File: src/rtl/jtag_scan_master_if.sv
// Request/response bundle between a scan client and jtag_scan_master.
// The master modport is the requester; the slave modport is the scan engine.
interface jtag_scan_master_if #(
    parameter int unsigned DR_MAX = 256,
    parameter int unsigned LEN_W  = 9
) ();
    logic              req_valid;
    logic [1:0]        req_op;
    logic [LEN_W-1:0]  req_len;
    logic [DR_MAX-1:0] req_data;
    logic              req_ready;
    logic              rsp_valid;
    logic              rsp_err;
    logic [DR_MAX-1:0] rsp_data;

    modport master (
        output req_valid, req_op, req_len, req_data,
        input  req_ready, rsp_valid, rsp_err, rsp_data
    );

    modport slave (
        input  req_valid, req_op, req_len, req_data,
        output req_ready, rsp_valid, rsp_err, rsp_data
    );
endinterface

File: src/rtl/jtag_scan_master.sv
// JTAG scan master: drives TMS/TDI from Run-Test/Idle for DR/IR scans, TAP reset and
// idle runs, capturing TDO during shift cycles into rsp_data.
module jtag_scan_master #(
    parameter int unsigned IR_LEN = 2,
    parameter int unsigned DR_MAX = 256,
    parameter int unsigned LEN_W  = 9
) (
    input  logic              TCLK,
    input  logic              TRST,
    output logic              TMS,
    output logic              TDI,
    input  logic              TDO,
    jtag_scan_master_if.slave bus
);
    typedef enum logic [2:0] {
        StTlr,
        StTlrExit,
        StIdle,
        StPre,
        StShift,
        StPost1,
        StPost2,
        StRun
    } state_e;

    localparam logic [1:0] OpDr  = 2'b00;
    localparam logic [1:0] OpIr  = 2'b01;
    localparam logic [1:0] OpRst = 2'b10;

    localparam logic [LEN_W-1:0] DrMaxL = LEN_W'(DR_MAX);
    localparam logic [LEN_W-1:0] IrLenL = LEN_W'(IR_LEN);

    state_e            state_q;
    logic [LEN_W-1:0]  cnt_q;
    logic [LEN_W-1:0]  len_q;
    logic [2:0]        pre_q;
    logic [DR_MAX-1:0] data_q;
    logic [DR_MAX-1:0] cap_q;
    logic [DR_MAX-1:0] rsp_data_q;
    logic              tms_q;
    logic              tdi_q;
    logic              ready_q;
    logic              rsp_valid_q;
    logic              rsp_err_q;
    logic              tlr_rsp_q;
    logic              dr_bad;

    assign dr_bad = (bus.req_len == '0) || (bus.req_len > DrMaxL);

    always_ff @(posedge TCLK or negedge TRST) begin
        if (!TRST) begin
            state_q     <= StTlr;
            cnt_q       <= '0;
            len_q       <= '0;
            pre_q       <= '0;
            data_q      <= '0;
            cap_q       <= '0;
            rsp_data_q  <= '0;
            tms_q       <= 1'b1;
            tdi_q       <= 1'b0;
            ready_q     <= 1'b0;
            rsp_valid_q <= 1'b0;
            rsp_err_q   <= 1'b0;
            tlr_rsp_q   <= 1'b0;
        end else begin
            rsp_valid_q <= 1'b0;
            rsp_err_q   <= 1'b0;
            unique case (state_q)
                // Shared by TRST release and the TAP-reset request: five TMS=1, one TMS=0.
                StTlr: begin
                    if (cnt_q == LEN_W'(4)) begin
                        tms_q   <= 1'b0;
                        state_q <= StTlrExit;
                    end else begin
                        cnt_q <= cnt_q + LEN_W'(1);
                    end
                end
                StTlrExit: begin
                    ready_q     <= 1'b1;
                    rsp_valid_q <= tlr_rsp_q;
                    state_q     <= StIdle;
                end
                StIdle: begin
                    if (bus.req_valid) begin
                        len_q     <= bus.req_len;
                        data_q    <= bus.req_data;
                        cnt_q     <= '0;
                        tlr_rsp_q <= 1'b1;
                        ready_q   <= 1'b0;
                        unique case (bus.req_op)
                            OpDr: begin
                                if (dr_bad) begin
                                    ready_q     <= 1'b1;
                                    rsp_valid_q <= 1'b1;
                                    rsp_err_q   <= 1'b1;
                                end else begin
                                    tms_q   <= 1'b1;
                                    pre_q   <= 3'b000;
                                    cnt_q   <= LEN_W'(2);
                                    state_q <= StPre;
                                end
                            end
                            OpIr: begin
                                len_q   <= IrLenL;
                                tms_q   <= 1'b1;
                                pre_q   <= 3'b001;
                                cnt_q   <= LEN_W'(3);
                                state_q <= StPre;
                            end
                            OpRst: begin
                                tms_q   <= 1'b1;
                                state_q <= StTlr;
                            end
                            default: begin
                                if (bus.req_len == '0) begin
                                    ready_q     <= 1'b1;
                                    rsp_valid_q <= 1'b1;
                                end else begin
                                    tms_q   <= 1'b0;
                                    cnt_q   <= bus.req_len - LEN_W'(1);
                                    state_q <= StRun;
                                end
                            end
                        endcase
                    end
                end
                // pre_q holds the remaining header TMS bits, LSB next.
                StPre: begin
                    if (cnt_q != '0) begin
                        tms_q <= pre_q[0];
                        pre_q <= pre_q >> 1;
                        cnt_q <= cnt_q - LEN_W'(1);
                    end else begin
                        tms_q   <= (len_q == LEN_W'(1));
                        tdi_q   <= data_q[0];
                        data_q  <= data_q >> 1;
                        state_q <= StShift;
                    end
                end
                StShift: begin
                    cap_q <= {TDO, cap_q[DR_MAX-1:1]};
                    if (cnt_q == len_q - LEN_W'(1)) begin
                        tms_q   <= 1'b1;
                        tdi_q   <= 1'b0;
                        state_q <= StPost1;
                    end else begin
                        cnt_q  <= cnt_q + LEN_W'(1);
                        tdi_q  <= data_q[0];
                        data_q <= data_q >> 1;
                        tms_q  <= (cnt_q + LEN_W'(2) == len_q);
                    end
                end
                StPost1: begin
                    tms_q   <= 1'b0;
                    state_q <= StPost2;
                end
                StPost2: begin
                    ready_q     <= 1'b1;
                    rsp_valid_q <= 1'b1;
                    // Captured bits entered at the top; align bit 0 and zero the rest.
                    rsp_data_q  <= cap_q >> (DrMaxL - len_q);
                    state_q     <= StIdle;
                end
                StRun: begin
                    if (cnt_q == '0) begin
                        ready_q     <= 1'b1;
                        rsp_valid_q <= 1'b1;
                        state_q     <= StIdle;
                    end else begin
                        cnt_q <= cnt_q - LEN_W'(1);
                    end
                end
                default: state_q <= StTlr;
            endcase
        end
    end

    assign TMS           = tms_q;
    assign TDI           = tdi_q;
    assign bus.req_ready = ready_q;
    assign bus.rsp_valid = rsp_valid_q;
    assign bus.rsp_err   = rsp_err_q;
    assign bus.rsp_data  = rsp_data_q;
endmodule

File: src/flat_wrapper.sv
// flat-port wrapper written by rule: the top's interface ports become plain ports
module jtag_scan_master_flat 
#(
    parameter int unsigned IR_LEN = 2,
    parameter int unsigned DR_MAX = 256,
    parameter int unsigned LEN_W  = 9
)
  (TCLK, TRST, TMS, TDI, TDO, bus_req_valid, bus_req_op, bus_req_len, bus_req_data, bus_req_ready, bus_rsp_valid, bus_rsp_err, bus_rsp_data);
  jtag_scan_master_if #(.DR_MAX(DR_MAX), .LEN_W(LEN_W)) bus_i ();
  input  logic TCLK;
  input  logic TRST;
  output logic TMS;
  output logic TDI;
  input  logic TDO;
  input wire logic [$bits(bus_i.req_valid)-1:0] bus_req_valid;
  input wire logic [$bits(bus_i.req_op)-1:0] bus_req_op;
  input wire logic [$bits(bus_i.req_len)-1:0] bus_req_len;
  input wire logic [$bits(bus_i.req_data)-1:0] bus_req_data;
  output wire logic [$bits(bus_i.req_ready)-1:0] bus_req_ready;
  output wire logic [$bits(bus_i.rsp_valid)-1:0] bus_rsp_valid;
  output wire logic [$bits(bus_i.rsp_err)-1:0] bus_rsp_err;
  output wire logic [$bits(bus_i.rsp_data)-1:0] bus_rsp_data;
  assign bus_i.req_valid = bus_req_valid;
  assign bus_i.req_op = bus_req_op;
  assign bus_i.req_len = bus_req_len;
  assign bus_i.req_data = bus_req_data;
  assign bus_req_ready = bus_i.req_ready;
  assign bus_rsp_valid = bus_i.rsp_valid;
  assign bus_rsp_err = bus_i.rsp_err;
  assign bus_rsp_data = bus_i.rsp_data;
  jtag_scan_master #(.IR_LEN(IR_LEN), .DR_MAX(DR_MAX), .LEN_W(LEN_W)) u_core (.TCLK(TCLK), .TRST(TRST), .TMS(TMS), .TDI(TDI), .TDO(TDO), .bus(bus_i));
endmodule
File: config.mk
export PLATFORM = sky130hd
export DESIGN_NAME = jtag_scan_master_flat
export DESIGN_NICKNAME = d
export VERILOG_FILES = /design/src/rtl/jtag_scan_master_if.sv /design/src/rtl/jtag_scan_master.sv /design/src/flat_wrapper.sv
export SDC_FILE = /design/constraint.sdc
export NUM_CORES = 2
export LEC_CHECK = 0
export ABC_CLOCK_PERIOD_IN_PS = 4640
export BUFFER_PORTS_ARGS = -buffer_cell sky130_fd_sc_hd__buf_2
export CAP_MARGIN = 20
export CORE_ASPECT_RATIO = 1.4
export CORE_MARGIN = 10
export CORE_UTILIZATION = 55
export DETAILED_ROUTE_END_ITERATION = 6
export GPL_TIMING_DRIVEN = 0
export PLACE_DENSITY_LB_ADDON = 0.05
export SYNTH_ARGS = -nofsm -noshare
export SYNTH_HDL_FRONTEND = slang
export SYNTH_SLANG_ARGS = --single-unit
File: constraint.sdc
create_clock -name TCLK -period 4.64 [get_ports TCLK]
set_clock_uncertainty 0.05 [all_clocks]
set_input_delay 0.928 -clock TCLK [delete_from_list [all_inputs] [get_ports TCLK]]
set_output_delay 0.928 -clock TCLK [all_outputs]
set_load 0.005 [all_outputs]
==> results of run 1 <==
## cells by family after synthesis
logic type,after synthesis,share of synthesized area
compound gates,1034,0.127
xor+xnor,35,0.00640
fa+ha+maj,18,0.00428
buf+inv,502,0.0476
flops,796,0.366
mux,1232,0.314
simple gates,1828,0.135
## stage by stage
step / util / hold WS, ps / cell area [um2] / setup TNS [ps] / setup slack (ps)
after CTS: 0.667 / 393 / 65500 / -66.6 / -34.5
after detailed placement: 0.604 / 410 / 59300 / -392630 / -2440
after global placement: 0.598 / 399 / 58700 / - / -13990
after floorplan: - / 385 / 54400 / 0 / 358
## timing repair
| item | CTS |
|---|---|
| hold buffers | 1 |
| resized for setup | 645 |
| setup buffers | 62 |
| hold endpoints to repair | 19 |
| endpoints found under the setup margin | 497 |
| pin swaps | 32 |
| cloned | 1 |
## metal layers
layer / GRT usage / overflow
met3: 0.526 / 0
met1: 0.663 / 0
met5: 0.270 / 0
met2: 0.876 / 9
met4: 0.703 / 10
==> summary.txt, run 1 <==
Netlist cell types = 93
Worst endpoint type = register data pin
Synth Net Count = 5734
CTS Sinks = 796
Post-DP HPWL = 256000 um
IO Port Bufs = 531
RD Place Congestion = 1.26
Synth top area share = 0.366
Syn Inst Count = 5445
Post-synth top cells = nand2_1 (1473), dfrtp_1 (795), mux2i_1 (732)
Clock buffer depth = 3
Top FF cell, synth = dfrtp_1
Dominant cells by area after synthesis = dfrtp_1 (37%), mux4_2 (15%), mux2i_1 (13%)
Synth warn = 0
Async SR Flop Fraction = 1.00
Seq/Total Area, Yosys = 0.366
Area leader, netlist = dfrtp_1
Halt Stage = 5_1_grt
Ports = 532
Chip height = 392 um
Starting Density = 0.554
Most common cell in the netlist = nand2_1
Chip Width = 286 um
Area of the mapped netlist = 54400 um2
Avg Inst Size Synth = 9.99 um2
Grt ovf = 19
Total CTS buffers = 77
Cell Rows = 136
Root Driver = clkbuf_16
H-tree depth = 3
Gr usage total = 0.689
Placed insts = 7330
Largest net degree at the start of global routing = 126
Stop err = [ERROR GRT-0232] Routing congestion too high. Check the congestion heatmap in the GUI.
Post-synth EDFFs = 0
Status = aborted with a tool error
#FFs+latches synth = 796
Worst endpoint after global-route timing repair = u_core.bus.rsp_data[18]$_DFFE_PN0P_/D
==> run 2: changes to the inputs <==
--- a/config.mk
+++ b/config.mk
@@ -8,12 +8,11 @@
 export ABC_CLOCK_PERIOD_IN_PS = 4640
 export BUFFER_PORTS_ARGS = -buffer_cell sky130_fd_sc_hd__buf_2
 export CAP_MARGIN = 20
-export CORE_ASPECT_RATIO = 1.4
 export CORE_MARGIN = 10
-export CORE_UTILIZATION = 55
+export CORE_UTILIZATION = 40
 export DETAILED_ROUTE_END_ITERATION = 6
 export GPL_TIMING_DRIVEN = 0
-export PLACE_DENSITY_LB_ADDON = 0.05
+export PLACE_DENSITY_LB_ADDON = 0.15
 export SYNTH_ARGS = -nofsm -noshare
 export SYNTH_HDL_FRONTEND = slang
 export SYNTH_SLANG_ARGS = --single-unit
==> run 2 against run 1 <==
  * The flow now finishes, with violations (setup timing)
  * Synthesized cell count unchanged
  * Synthesized area unchanged
==> summary.txt, run 2 <==
Status = finished with violations
Failing checks = setup timing
DR vias = 55000
Worst path max stage delay = 1090 ps
H-tree depth = 3
Final worst slack = -257 ps
Routed len/inst = 42.0 um
Max Fanout on Critical Path = 10
Chip Width = 389 um
Worst path depth = 13
Setup TNS = -4060 ps
Internal power = 23.4 mW
Core area = 135000 um2
Max Cap Viol = 0
Post-synth EDFFs = 0
IO Port Bufs = 531
Most frequent CP cell = buf_6
CTS Sinks = 796
Clk pwr share = 0.163
Commonest non-fill, non-tap cell in the layout = nand2_1
Dominant cells by area after synthesis = dfrtp_1 (37%), mux4_2 (15%), mux2i_1 (13%)
Sw frac = 0.511
Post-DP HPWL = 273000 um
Starting Density = 0.402
Worst setup EP type = flop
Area leader, netlist = dfrtp_1
Area delta synth->final = 24.2%
Total Die Area = 151000 um2
Area of the mapped netlist = 54400 um2
Family with the most delay on the worst path = buffers and inverters
Avg Inst Size Synth = 9.99 um2
R2R setup slack = -260 ps
Cell Count, Final, Fillers Out = 8115
Vias in the first global route = 52700
Grt ovf = 0
Setup repair after global routing missed its margin = yes
Async SR Flop Fraction = 1.00
# fillers = 12600
Combinational power share = 0.634
Seq/Total Area, Yosys = 0.366
Min-delay worst type = in -> async
Syn Inst Count = 5445
First-pass GRT wire length = 460000 um
Post-route cell area = 67500 um2
Routed WL = 341000 um
Crit path time final = 4900 ps
RD Place Congestion = 1.11
Placed insts = 7812
Setup Slack @ Placement = -3330 ps
Worst path bufs/invs = 7
Clock buffer depth = 3
Post-synth top cells = nand2_1 (1473), dfrtp_1 (795), mux2i_1 (732)
Share of layout cells above drive strength 1 = 0.312
P_sw = 24.4 mW
WP data required = 5110 ps
Cell Rows = 135
Ports = 532
Post-route ant nets = 0
Synth warn = 0
Chip height = 389 um
Initial antenna violation count = 39
CTS tree = done
#FFs+latches synth = 796
Vias per inst = 6.77
Setup violations, final = 75
Top FF cell, synth = dfrtp_1
DR pass1 iterations = 6
Synth Net Count = 5734
Arrival time worst endpoint = 5370 ps
Clock transition at the registers of the reported paths = 70 ps
Netlist cell types = 93
Root Driver = clkbuf_16
Commonest cells after routing, fill and taps aside = nand2_1 (1463), dfrtp_1 (795), buf_2 (607)
Startpoint types = flop
1st-iter DRT viols = 8034
Synth top area share = 0.366
Max Slew Vio Count = 0
Cell Pwr Density = 709 nW/um2
Kind of critical path = reg -> reg
Most common cell in the netlist = nand2_1
Nets@finish = 6523
Clock Latency Late Sink = 750 ps
Crit path cell chain = buf_12, buf_4, or4_4, buf_6, nand2_4, buf_6, buf_6, buf_6, buf_8, mux2i_4, a222oi_1, nor4b_2, o211ai_1
Leakage = 30.2 nW
VDD IR-drop max = 0.000404 V
Drt drc = 0
R2R depth = 13
Hold slack final = 81.8 ps
Placed Instance Area = 60100 um2
Largest net degree at the start of global routing = 124
Reg power frac = 0.204
Gr usage total = 0.438
Final hold vios = 0
Total CTS buffers = 94
Period utilisation layout = 1.06
Max stage delay cell, worst path = a222oi_1
Worst relative slew slack = 0.131
F_max = 204 MHz
Worst Max-Slew Pin Slew = 1300 ps
==> run 2: path summary, 6_finish.rpt <==
check                                                startpoint                                   end
max                                 u_core.len_q[0]$_DFFE_PN0P_   u_core.bus.rsp_data[18]$_DFFE_PN0P_
min                                                        TRST           u_core.cnt_q[8]$_DFFE_PN0P_
max reg2reg                         u_core.len_q[0]$_DFFE_PN0P_   u_core.bus.rsp_data[18]$_DFFE_PN0P_
min reg2reg                u_core.bus.rsp_data[210]$_DFFE_PN0P_  u_core.bus.rsp_data[210]$_DFFE_PN0P_
max in group asynchronous                                  TRST        u_core.data_q[210]$_DFFE_PN0P_
min in group TCLK                             bus_req_data[255]        u_core.data_q[255]$_DFFE_PN0P_
==> run 2: power by group through the flow <==
stage	registers [mW]	clock network, mW	logic (mW)
after detailed placement	9.78	0	25.8
after global placement	9.77	0	25.3
after global routing	9.87	8.14	30.5
after floorplan	9.37	0	14.8
after CTS	9.69	7.86	28.8
final	9.75	7.79	30.3
==> run 2: worst reg2reg max path: stages (launching register included) <==
cell,delay (ps)
dfrtp_1,410
buf_12,170
buf_4,170
or4_4,520
buf_6,190
nand2_4,180
buf_6,250
buf_6,270
buf_6,280
buf_8,260
mux2i_4,130
a222oi_1,1100
nor4b_2,400
o211ai_1,320
==> run 2: repair_timing <==
| action | in CTS | in global routing |
|---|---|---|
| gates resized for setup | 603 | 138 |
| setup endpoints to repair | 520 | 127 |
| buffers inserted | 91 | 15 |
| hold buffers | 0 | 0 |
| pin swaps | 30 | 10 |
==> run 2: cell type report <==
cell class / instances / area (um2) / share of cell area
Clock inverter: 42 / 541 / 0.00800
Inverter: 32 / 140 / 0.00207
Sequential cell: 796 / 19900 / 0.295
Timing Repair Buffer: 695 / 4480 / 0.0663
Buffer: 468 / 3300 / 0.0488
Multi-Input combinational cell: 4147 / 34200 / 0.506
Clock buffer: 132 / 2700 / 0.0399
Tap cell: 1781 / 2230 / 0.0330
Antenna cell: 22 / 55.1 / 0.000815
==> run 2: kinds of logic (layout without fill, tap and decap cells) <==
logic type      count (synthesis)  after routing  synth area share
compound gates               1034           1034             0.127
xor+xnor                       35             35           0.00640
fa+ha+maj                      18             18           0.00428
buf+inv                       502           1369            0.0476
flops                         796            796             0.366
mux                          1232           1232             0.314
other cells                     0             22                 0
simple gates                 1828           1828             0.135
==> run 2: metrics by stage <==
stage	util	power, mW
2_1_floorplan	-	24.1
3_3_place_gp	0.438	35.1
3_5_place_dp	0.444	35.6
4_1_cts	0.494	46.4
5_1_grt	0.499	48.5
6_report	0.499	47.9
==> run 2: per-layer routing <==
layer  vias up  wire, um  track usage
li1      21700         -            -
met1     27600    128000        0.548
met2      4451    140000        0.630
met3      1265     38400        0.129
met4        22     34300        0.343
met5         -       143            0
Note: power is estimated with default switching activity, not from simulation.
